<file path="config.mk">
export PLATFORM = sky130hd
export DESIGN_NAME = dram_write_coalescer_flat
export DESIGN_NICKNAME = d
export VERILOG_FILES = /design/src/rtl/dram_write_coalescer_if.sv /design/src/rtl/dram_write_coalescer.sv /design/src/flat_wrapper.sv
export SDC_FILE = /design/constraint.sdc
export NUM_CORES = 2
export LEC_CHECK = 0
export CAP_MARGIN = 20
export CELL_PAD_IN_SITES_DETAIL_PLACEMENT = 0
export CELL_PAD_IN_SITES_GLOBAL_PLACEMENT = 2
export CORE_MARGIN = 3
export CORE_UTILIZATION = 43
export CTS_BUF_LIST = sky130_fd_sc_hd__clkbuf_16
export DETAILED_ROUTE_END_ITERATION = 10
export PLACE_DENSITY_LB_ADDON = 0.3
export SLEW_MARGIN = 20
export SYNTH_ARGS = -nofsm -noshare
export SYNTH_HDL_FRONTEND = slang
export SYNTH_SLANG_ARGS = --single-unit
</file>
<file path="constraint.sdc">
create_clock -name i_clk -period 6.54 [get_ports i_clk]
set_input_delay 0.981 -clock i_clk [delete_from_list [all_inputs] [get_ports i_clk]]
set_output_delay 0.981 -clock i_clk [all_outputs]
set_load 0.01 [all_outputs]
</file>
<file path="src/rtl/dram_write_coalescer_if.sv">
// Signal bundle between the write pipeline, the write coalescer and the DRAM write port.
// The slave modport is the coalescer's view; master is the view of whoever drives both neighbours.
interface dram_write_coalescer_if #(
    parameter int GBW    = 32,
    parameter int DBW    = 16,
    parameter int CSIZE  = 32,
    parameter int CNT_BW = 16
);
    logic              dramw_rdy;
    logic              dramw_ack;
    logic [GBW-1:0]    i_dramwa;
    logic [DBW-1:0]    i_dramwd [CSIZE];
    logic [CSIZE-1:0]  i_dramw_mask;

    logic              mem_rdy;
    logic              mem_ack;
    logic [GBW-1:0]    o_mema;
    logic [DBW-1:0]    o_memd [CSIZE];
    logic [CSIZE-1:0]  o_mem_mask;

    logic              o_idle;
    logic [CNT_BW-1:0] o_merge_cnt;

    modport slave (
        input  dramw_rdy, i_dramwa, i_dramwd, i_dramw_mask, mem_ack,
        output dramw_ack, mem_rdy, o_mema, o_memd, o_mem_mask, o_idle, o_merge_cnt
    );

    modport master (
        output dramw_rdy, i_dramwa, i_dramwd, i_dramw_mask, mem_ack,
        input  dramw_ack, mem_rdy, o_mema, o_memd, o_mem_mask, o_idle, o_merge_cnt
    );
endinterface

</file>
<file path="src/rtl/dram_write_coalescer.sv">
// Small write FIFO in front of the DRAM write port that folds same-line requests into the
// youngest queued entry, with an idle flag for drain detection and a saturating merge counter.
module dram_write_coalescer #(
    parameter int GBW    = 32,
    parameter int DBW    = 16,
    parameter int CSIZE  = 32,
    parameter int DEPTH  = 4,
    parameter int CNT_BW = 16
) (
    input  logic                   i_clk,
    input  logic                   i_rst,
    dram_write_coalescer_if.slave  bus
);
    localparam int            PW       = $clog2(DEPTH);
    localparam logic [PW:0]   FULL_CNT = (PW + 1)'(DEPTH);
    localparam logic [PW:0]   TWO_CNT  = (PW + 1)'(2);

    logic [GBW-1:0]    addr_q [DEPTH];
    logic [DBW-1:0]    data_q [DEPTH][CSIZE];
    logic [CSIZE-1:0]  mask_q [DEPTH];

    logic [PW-1:0]     head;
    logic [PW-1:0]     tail;
    logic [PW-1:0]     last;
    logic [PW:0]       count;
    logic [CNT_BW-1:0] merge_cnt;

    logic              zero_mask;
    logic              hit;
    logic              accept;
    logic              push;
    logic              merge;
    logic              pop;

    // Only the youngest entry may absorb a request, and never while it is also the head,
    // so the entry DRAM is currently looking at stays frozen and write order is preserved.
    assign last      = tail - 1'b1;
    assign zero_mask = (bus.i_dramw_mask == '0);
    assign hit       = (count >= TWO_CNT) && (bus.i_dramwa == addr_q[last]);

    assign accept = !i_rst && bus.dramw_rdy && (zero_mask || hit || (count < FULL_CNT));
    assign push   = accept && !zero_mask && !hit;
    assign merge  = accept && !zero_mask && hit;
    assign pop    = bus.mem_ack && (count != '0);

    assign bus.dramw_ack   = accept;
    assign bus.mem_rdy     = !i_rst && (count != '0);
    assign bus.o_idle      = i_rst || (count == '0);
    assign bus.o_merge_cnt = i_rst ? '0 : merge_cnt;
    assign bus.o_mema      = addr_q[head];
    assign bus.o_mem_mask  = mask_q[head];
    assign bus.o_memd      = data_q[head];

    always_ff @(posedge i_clk) begin
        if (i_rst) begin
            head      <= '0;
            tail      <= '0;
            count     <= '0;
            merge_cnt <= '0;
        end else begin
            if (push) begin
                tail <= tail + 1'b1;
            end
            if (pop) begin
                head <= head + 1'b1;
            end
            if (push && !pop) begin
                count <= count + 1'b1;
            end else if (pop && !push) begin
                count <= count - 1'b1;
            end
            if (merge && (merge_cnt != '1)) begin
                merge_cnt <= merge_cnt + 1'b1;
            end
        end
    end

    // Payload storage carries no reset; an entry only becomes visible once count covers it.
    always_ff @(posedge i_clk) begin
        if (push) begin
            addr_q[tail] <= bus.i_dramwa;
            mask_q[tail] <= bus.i_dramw_mask;
            for (int i = 0; i < CSIZE; i++) begin
                data_q[tail][i] <= bus.i_dramwd[i];
            end
        end else if (merge) begin
            mask_q[last] <= mask_q[last] | bus.i_dramw_mask;
            for (int i = 0; i < CSIZE; i++) begin
                if (bus.i_dramw_mask[i]) begin
                    data_q[last][i] <= bus.i_dramwd[i];
                end
            end
        end
    end
endmodule

</file>
<file path="src/flat_wrapper.sv">
// flat-port wrapper written by rule: the top's interface ports become plain ports
module dram_write_coalescer_flat 
#(
    parameter int GBW    = 32,
    parameter int DBW    = 16,
    parameter int CSIZE  = 32,
    parameter int DEPTH  = 4,
    parameter int CNT_BW = 16
)
  (i_clk, i_rst, bus_dramw_rdy, bus_i_dramwa, bus_i_dramwd, bus_i_dramw_mask, bus_mem_ack, bus_dramw_ack, bus_mem_rdy, bus_o_mema, bus_o_memd, bus_o_mem_mask, bus_o_idle, bus_o_merge_cnt);
  dram_write_coalescer_if #(.GBW(GBW), .DBW(DBW), .CSIZE(CSIZE), .CNT_BW(CNT_BW)) bus_i ();
  input  logic i_clk;
  input  logic i_rst;
  input wire logic [$bits(bus_i.dramw_rdy)-1:0] bus_dramw_rdy;
  input wire logic [$bits(bus_i.i_dramwa)-1:0] bus_i_dramwa;
  input wire logic [$bits(bus_i.i_dramwd)-1:0] bus_i_dramwd;
  input wire logic [$bits(bus_i.i_dramw_mask)-1:0] bus_i_dramw_mask;
  input wire logic [$bits(bus_i.mem_ack)-1:0] bus_mem_ack;
  output wire logic [$bits(bus_i.dramw_ack)-1:0] bus_dramw_ack;
  output wire logic [$bits(bus_i.mem_rdy)-1:0] bus_mem_rdy;
  output wire logic [$bits(bus_i.o_mema)-1:0] bus_o_mema;
  output wire logic [$bits(bus_i.o_memd)-1:0] bus_o_memd;
  output wire logic [$bits(bus_i.o_mem_mask)-1:0] bus_o_mem_mask;
  output wire logic [$bits(bus_i.o_idle)-1:0] bus_o_idle;
  output wire logic [$bits(bus_i.o_merge_cnt)-1:0] bus_o_merge_cnt;
  assign bus_i.dramw_rdy = bus_dramw_rdy;
  assign bus_i.i_dramwa = bus_i_dramwa;
  assign bus_i.i_dramwd = {>>{bus_i_dramwd}};
  assign bus_i.i_dramw_mask = bus_i_dramw_mask;
  assign bus_i.mem_ack = bus_mem_ack;
  assign bus_dramw_ack = bus_i.dramw_ack;
  assign bus_mem_rdy = bus_i.mem_rdy;
  assign bus_o_mema = bus_i.o_mema;
  assign bus_o_memd = {>>{bus_i.o_memd}};
  assign bus_o_mem_mask = bus_i.o_mem_mask;
  assign bus_o_idle = bus_i.o_idle;
  assign bus_o_merge_cnt = bus_i.o_merge_cnt;
  dram_write_coalescer #(.GBW(GBW), .DBW(DBW), .CSIZE(CSIZE), .DEPTH(DEPTH), .CNT_BW(CNT_BW)) u_core (.i_clk(i_clk), .i_rst(i_rst), .bus(bus_i));
endmodule
</file>
Word level (Yosys, flattened, before mapping):

Memories as Yosys holds them, arrays and structs flattened. A register that Yosys moved wholly into a read port is not among the register bits.
Cells that the tools add are included.
W data, S select, Z words.

* reductions and logical operators: 25
* magnitude comparators: 2
* bitwise operators: 1
* eq/ne operators: 2
* multiplexer cells: 148
* add/subtract/negate cells: 6

Operator list (count)
* $mux W512: 1
* $reduce_or A512 Y1: 1
* $mux W1: 134
* $mux W32: 2
* $eq A32 B32 Y1: 1
* $logic_not A32 Y1: 1
* $or A32 B32 Y32: 1
* $reduce_or A32 Y1: 1
* $add A16 B1 Y16 const B: 1
* $mux W16: 1
* $mux W2: 8
* $ne A16 B16 Y1 const B: 1
* $logic_and A1 B1 Y1: 11
* $mux W3: 2
* $logic_not A1 Y1: 5
* $add A2 B1 Y2 const B: 2
* $add A3 B1 Y3 const B: 1
* $ge A3 B2 Y1 const B: 1
* $logic_not A3 Y1: 1
* $logic_or A1 B1 Y1: 3
* $lt A3 B3 Y1 const B: 1
* $reduce_bool A3 Y1: 1
* $sub A3 B1 Y3 const B: 1
* $reduce_bool A2 Y1: 1
* $sub A2 B1 Y2 const B: 1

* memory bits (writable): 2304
* memories kept: 3
* input bits: 580
* word-level logic and storage cells: 191
* register bits: 23

Memories
* u_core.data_q: depth 4, width 512, rd ports 1, clocked after Yosys merged registers in 1, write ports 1, RTL line dram_write_coalescer.sv:19 `logic [DBW-1:0] data_q [DEPTH][CSIZE];`
* u_core.addr_q: depth 4, width 32, rd ports 2, clocked after Yosys merged registers in 1, write ports 1, RTL line dram_write_coalescer.sv:18 `logic [GBW-1:0] addr_q [DEPTH];`
* u_core.mask_q: depth 4, width 32, rd ports 2, clocked after Yosys merged registers in 1, write ports 1, RTL line dram_write_coalescer.sv:20 `logic [CSIZE-1:0] mask_q [DEPTH];`

Longest topological paths before layout:

An unclocked memory read counts as a cell.

* depth in word-level cells: 14
* mapped depth: 22
* gate-level depth less buffers: 14

Worst setup path after synthesis:

No wires, ideal clock.

* path type: reg-to-reg
* from: reg u_core.tail[0]
* to: mem u_core.mask_q[0][0], enable pin
* setup slack: 1238 ps
* period minus slack after synthesis: 5302 ps
* arrival time: 4881 ps
* cell stages (with the launch flop): 19
* buffers on the path: 8
* cell sequence: dfxtp_1 buf_6 buf_8 buf_4 buf_2 inv_1 ha_1 buf_2 buf_2 mux4_2 xnor2_1 nand2_1 nor4b_2 nand3_1 nor3_2 buf_6 mux2i_1 buf_2 nor2_1

* longest elaborated chain between the ends: 14
* elaborated cells between the ends (all ways): 19
* classes of those cells: 1 x add/sub; 1 x eq/ne; 7 x mux; 9 x reduce/logical; 1 x memory

Ends and longest elaborated chain
* from (decl): RTL line dram_write_coalescer.sv:23 `logic [PW-1:0] tail;`
* from (signal assigned): RTL line dram_write_coalescer.sv:62 `tail <= tail + 1'b1;`
* $sub A2 B1 Y2 *: RTL line dram_write_coalescer.sv:37 `assign last = tail - 1'b1;`
* named net u_core.last[0]: RTL line dram_write_coalescer.sv:24 `logic [PW-1:0] last;`
* $mem_v2 Z4 W32
* $eq A32 B32 Y1: RTL line dram_write_coalescer.sv:39 `assign hit = (count >= TWO_CNT) && (bus.i_dramwa == addr_q[last]);`
* $logic_and A1 B1 Y1: RTL line dram_write_coalescer.sv:39
* $logic_or A1 B1 Y1 (2 in series): RTL line dram_write_coalescer.sv:41 `assign accept = !i_rst && bus.dramw_rdy && (zero_mask || hit || (count < FULL_CNT));`
* $logic_and A1 B1 Y1: RTL line dram_write_coalescer.sv:41
* $logic_and A1 B1 Y1: RTL line dram_write_coalescer.sv:42, dram_write_coalescer.sv:43
* $logic_and A1 B1 Y1: RTL line dram_write_coalescer.sv:43 `assign merge = accept && !zero_mask && hit;`
* $mux W1: RTL line dram_write_coalescer.sv:86 `end else if (merge) begin`
* $mux W1: RTL line dram_write_coalescer.sv:80 `if (push) begin`
* $mux W1 (not written as such): RTL line dram_write_coalescer.sv:87 `mask_q[last] <= mask_q[last] | bus.i_dramw_mask;`
* $reduce_or A32 Y1 (no source line)
* $mux W2 (no source line) / $mux W1 (equally long branches)
* to (decl): RTL line dram_write_coalescer.sv:20

Mark *: on every way through the listed nets, which the timed path passes. The rest lies on a longest branch.

Final worst setup path:

* from: reg u_core.tail[0]
* to: out bus_dramw_ack

* longest elaborated chain between the ends: 7

Ends and longest elaborated chain
* $sub A2 B1 Y2: RTL line dram_write_coalescer.sv:37
* $mem_v2 Z4 W32
* $eq A32 B32 Y1: RTL line dram_write_coalescer.sv:39
* $logic_and A1 B1 Y1: RTL line dram_write_coalescer.sv:39
* $logic_or A1 B1 Y1 (2 in series): RTL line dram_write_coalescer.sv:41
* $logic_and A1 B1 Y1: RTL line dram_write_coalescer.sv:41
* to (decl): RTL line flat_wrapper.sv:19 `output wire logic [$bits(bus_i.dramw_ack)-1:0] bus_dramw_ack;`

Every way passes these cells.

==> run summary <==
The flow ran to the end, and the final reports show no timing, DRC or antenna violations. The filler cells instantiated in the layout total 15100. The final layout contains 5566 nets. Row generation in the floorplan step produced 164 rows. The fraction of power spent switching nets is 27.1%. The tools report the post-cts repair resize count as 0.

The largest total area in the synthesized netlist belongs to sky130_fd_sc_hd__edfxtp_1. The tree is rooted in a sky130_fd_sc_hd__clkbuf_16. The internal portion of the total power is 0.0305 W. In the final layout, the share of cells above drive strength 1 is 22.9%. Sequential share of the synthesized area: 79.9%. The routed layout has 43200 vias. The largest vdd supply drop is 0.000284 V, and the wire length of the first global-routing pass is 346000 um.

Synthesis instantiated 48 different standard cells from the library. Global routing finished with a remaining overflow of 0. For the pin with the worst max-slew slack, the measured transition is 1010 ps. Entering global routing, the biggest net connects 123 pins. The path class of the tightest hold or removal check is flop to flop. Category of the worst setup path launch point: a flop. The total detailed-routing wirelength was 247000 um; the global router's overall resource usage was 23.5%.

The core footprint was 201000 um2; the area of combinational cells with multiple inputs was 17000 um2. Counting flops and latches in the post-synthesis netlist gives 2329. Across all setup checks in the final design, the least slack found is 719 ps.

Clock tree synthesis found a total of 2329 sinks. The run gives 4 as the number of levels in the clock H-tree. The tools report the final-report setup violation count as 0. Hold violation count in the final report: 0. For the arrival time reported for the critical path endpoint, the log shows 4840 ps. Critical path start-end classification: flop to output port. After legalization and detailed placement, the total HPWL measured 174000 um. In the post-synthesis netlist, the biggest area contributors are sky130_fd_sc_hd__edfxtp_1, sky130_fd_sc_hd__mux4_2, sky130_fd_sc_hd__nor2_1.

The run gives 0 as the remaining number of nets flagged by the antenna check after routing. The final number of max-transition violations was 0; the routability congestion estimate was 0.845. The mean instance size in the synthesized netlist works out to 24.4 um2. The number of setup buffers added after CTS is 0.

Timing analysis after detailed placement gives a worst setup slack of 1240 ps. In this run the count of I/O pins placed on the die edge is 1175. For this run, the detailed router's first-pass iteration total came to 7. Across the whole layout, storage elements account for 69700 um2. Compared with the post-synthesis result, the final layout area differs by 27.2%. The worst setup path is captured at an output port. Dividing total power by cell area gives a power density of 377 nW/um2. Combinational cells account for 26.6% of the total power.

The most common cell after layout, fill and taps aside is sky130_fd_sc_hd__edfxtp_1. The share of total power in the clock network was 31.2%; the total number of yosys warnings was 0. Leaving out fill and tap cells, the most frequent cells in the layout are sky130_fd_sc_hd__edfxtp_1, sky130_fd_sc_hd__clkdlybuf4s50_1, sky130_fd_sc_hd__mux4_2. The overall die area is 208000 um2, and the worst max-slew margin expressed relative to the limit is 32.7%. The tools report the core occupancy in the finished layout as 55.3%. DRC violation count after routing: 0.

The share of power burned in registers was 42.1%; the reported leakage power was 34.9 nW. For the final database, setup skew stands at 49.5 ps. Setup repair after global routing left no endpoint under its margin.

After clock tree synthesis, the clock-pin slew on the worst setup and hold paths is 60 ps. Along the worst path, the maximum fanout reaches 45. TritonCTS built the clock tree.

Counting along the longest clock path gives a buffer depth of 3. The initial utilization of the core area, before any placement, comes to 43.5%. Using the TritonRoute via totals, the vias-per-cell ratio works out to 5.49. The run gives 98 as the initial antenna violation count. The first routing iteration left 3814 violations. The vertical extent of the die was 456 um; the post-synthesis net count was 4163. In the final timing run, aggregate negative setup slack is 0 ps.

The total CTS buffers was 232. The highest attainable clock frequency was 172 MHz. Switching component of the power: 0.0113 W. Of the available clock period, the critical path in the final layout requires 89.0%. The wire length per cell is 31.4 um, and the overall die width is 456 um. Counting every instance in the synthesized netlist gives 3576. The number of hold buffers added after CTS was 0. After layout, the minimum clock period comes to 5820 ps.

The count of buffers from port buffering came out at 1174. Final hold analysis gives a worst-case slack of 506 ps. The number of max-cap violations is 0, and the area share of the largest cell type after synthesis is 79.3%. For the summed instance area of the synthesized netlist, the log shows 87200 um2. The logs give 44500 for the via count of the first global-routing pass and 850 ps for the clock insertion delay at the later pin of the skew report. Data on the critical path is required at its endpoint by 5560 ps.
==> critical path, stage by stage (launching register included) <==
cell                              delay [ps]
sky130_fd_sc_hd__dfxtp_4                 340
sky130_fd_sc_hd__buf_4                   660
sky130_fd_sc_hd__mux4_2                  600
sky130_fd_sc_hd__xnor2_1                 180
sky130_fd_sc_hd__nand4_1                 120
sky130_fd_sc_hd__nor2_1                  260
sky130_fd_sc_hd__nand4_1                 350
sky130_fd_sc_hd__o21ai_0                 530
sky130_fd_sc_hd__o21a_1                  190
sky130_fd_sc_hd__clkdlybuf4s50_1         700
==> cells by family (layout without fill, tap and decap cells) <==
kind of cell    count (synthesis)  in the layout  synth area share, %
fa+ha+maj                       7              7                0.109
mux                           666            666                 16.7
flops                        2329           2329                 79.9
buf+inv                       180           1780                0.862
compound gates                102            102                0.762
simple gates                  255            255                 1.33
xor+xnor                       37             37                0.372
other cells                     0             38                    0
==> metal layers <==
layer / GRT usage, % / up-vias / part of all wire [%] / routed length [um]
met3: 6.81 / 430 / 7.8 / 19300
met2: 39.3 / 1655 / 51 / 126000
li1: - / 18200 / - / -
met1: 28.8 / 22900 / 37 / 91800
met5: 0 / - / 0.13 / 333
met4: 9.51 / 52 / 4.0 / 9780
==> state kept, by name, indices dropped and copies added (netlist names), named ones only <==
signal	flops
u_core.mask_q	128
u_core.head	2
u_core.data_q	2048
u_core.count	3
u_core.addr_q	128
u_core.tail	2
u_core.merge_cnt	16
==> final cells by class <==
class                      instances  share of cell area [%]
clock buffer                     238                    5.37
multi-input combinational       1067                    15.3
antenna                           38                  0.0857
timing repair buffer            1343                    11.9
clock inverter                   193                    1.46
sequential                      2329                    62.8
inverter                           6                  0.0203
tap                             2656                    3.00
==> Yosys cell counts (all sizes together) <==
| cell type | instances |
|---|---|
| edfxtp | 2304 |
| mux4 | 628 |
| nor2 | 165 |
| buf | 129 |
| clkbuf | 45 |
| a21oi | 39 |
| a21o | 33 |
| mux2i | 29 |
| dfxtp | 25 |
| xnor2 | 23 |
| nor2b | 18 |
| xor2 | 14 |
| o21ai | 12 |
| nand3 | 11 |
| nor4 | 11 |
| nand2 | 10 |
| nand4 | 10 |
| mux2 | 9 |
| and2 | 7 |
| ha | 6 |
| inv | 6 |
| nor3 | 6 |
| or3 | 5 |
| and3 | 4 |
| o31ai | 4 |
| nand2b | 3 |
| o2111ai | 3 |
| a211oi | 2 |
| a22oi | 2 |
| nand3b | 2 |
| o221ai | 2 |
| a311oi | 1 |
| a41oi | 1 |
| and4 | 1 |
| fa | 1 |
| nor4b | 1 |
| o211ai | 1 |
| o21a | 1 |
| o22ai | 1 |
| or2 | 1 |
==> stage by stage <==
stage / total power (W) / instance area [um2] / cells
floorplan: 0.0232 / 87200 / 3576
global placement: 0.0292 / 103000 / 7399
detailed placement: 0.0293 / 103000 / 7401
CTS: 0.0424 / 111000 / 7832
global route: 0.0433 / 111000 / 7854
finish: 0.0418 / 111000 / 7870
==> power by group through the flow <==
stage,Combinational [W],Sequential [W],Clock [W]
after floorplan,0.00541,0.0178,0
after global placement,0.0113,0.0179,0
after detailed placement,0.0113,0.0179,0
after CTS,0.0114,0.0176,0.0134
after global routing,0.0117,0.0177,0.0140
final,0.0111,0.0176,0.0131
==> worst paths after layout <==
kind                                            end           startpoint  slack, ps  depth (start not counted)
worst max-delay path                  bus_dramw_ack       u_core.tail[0]        720                          9
worst min-delay path            u_core.merge_cnt[4]  u_core.merge_cnt[4]        510                          2
worst max register to register  u_core.data_q[0][0]       u_core.tail[0]       1280                         10
worst min register to register  u_core.merge_cnt[4]  u_core.merge_cnt[4]        510                          2
Power figures use the tool's default switching activity.
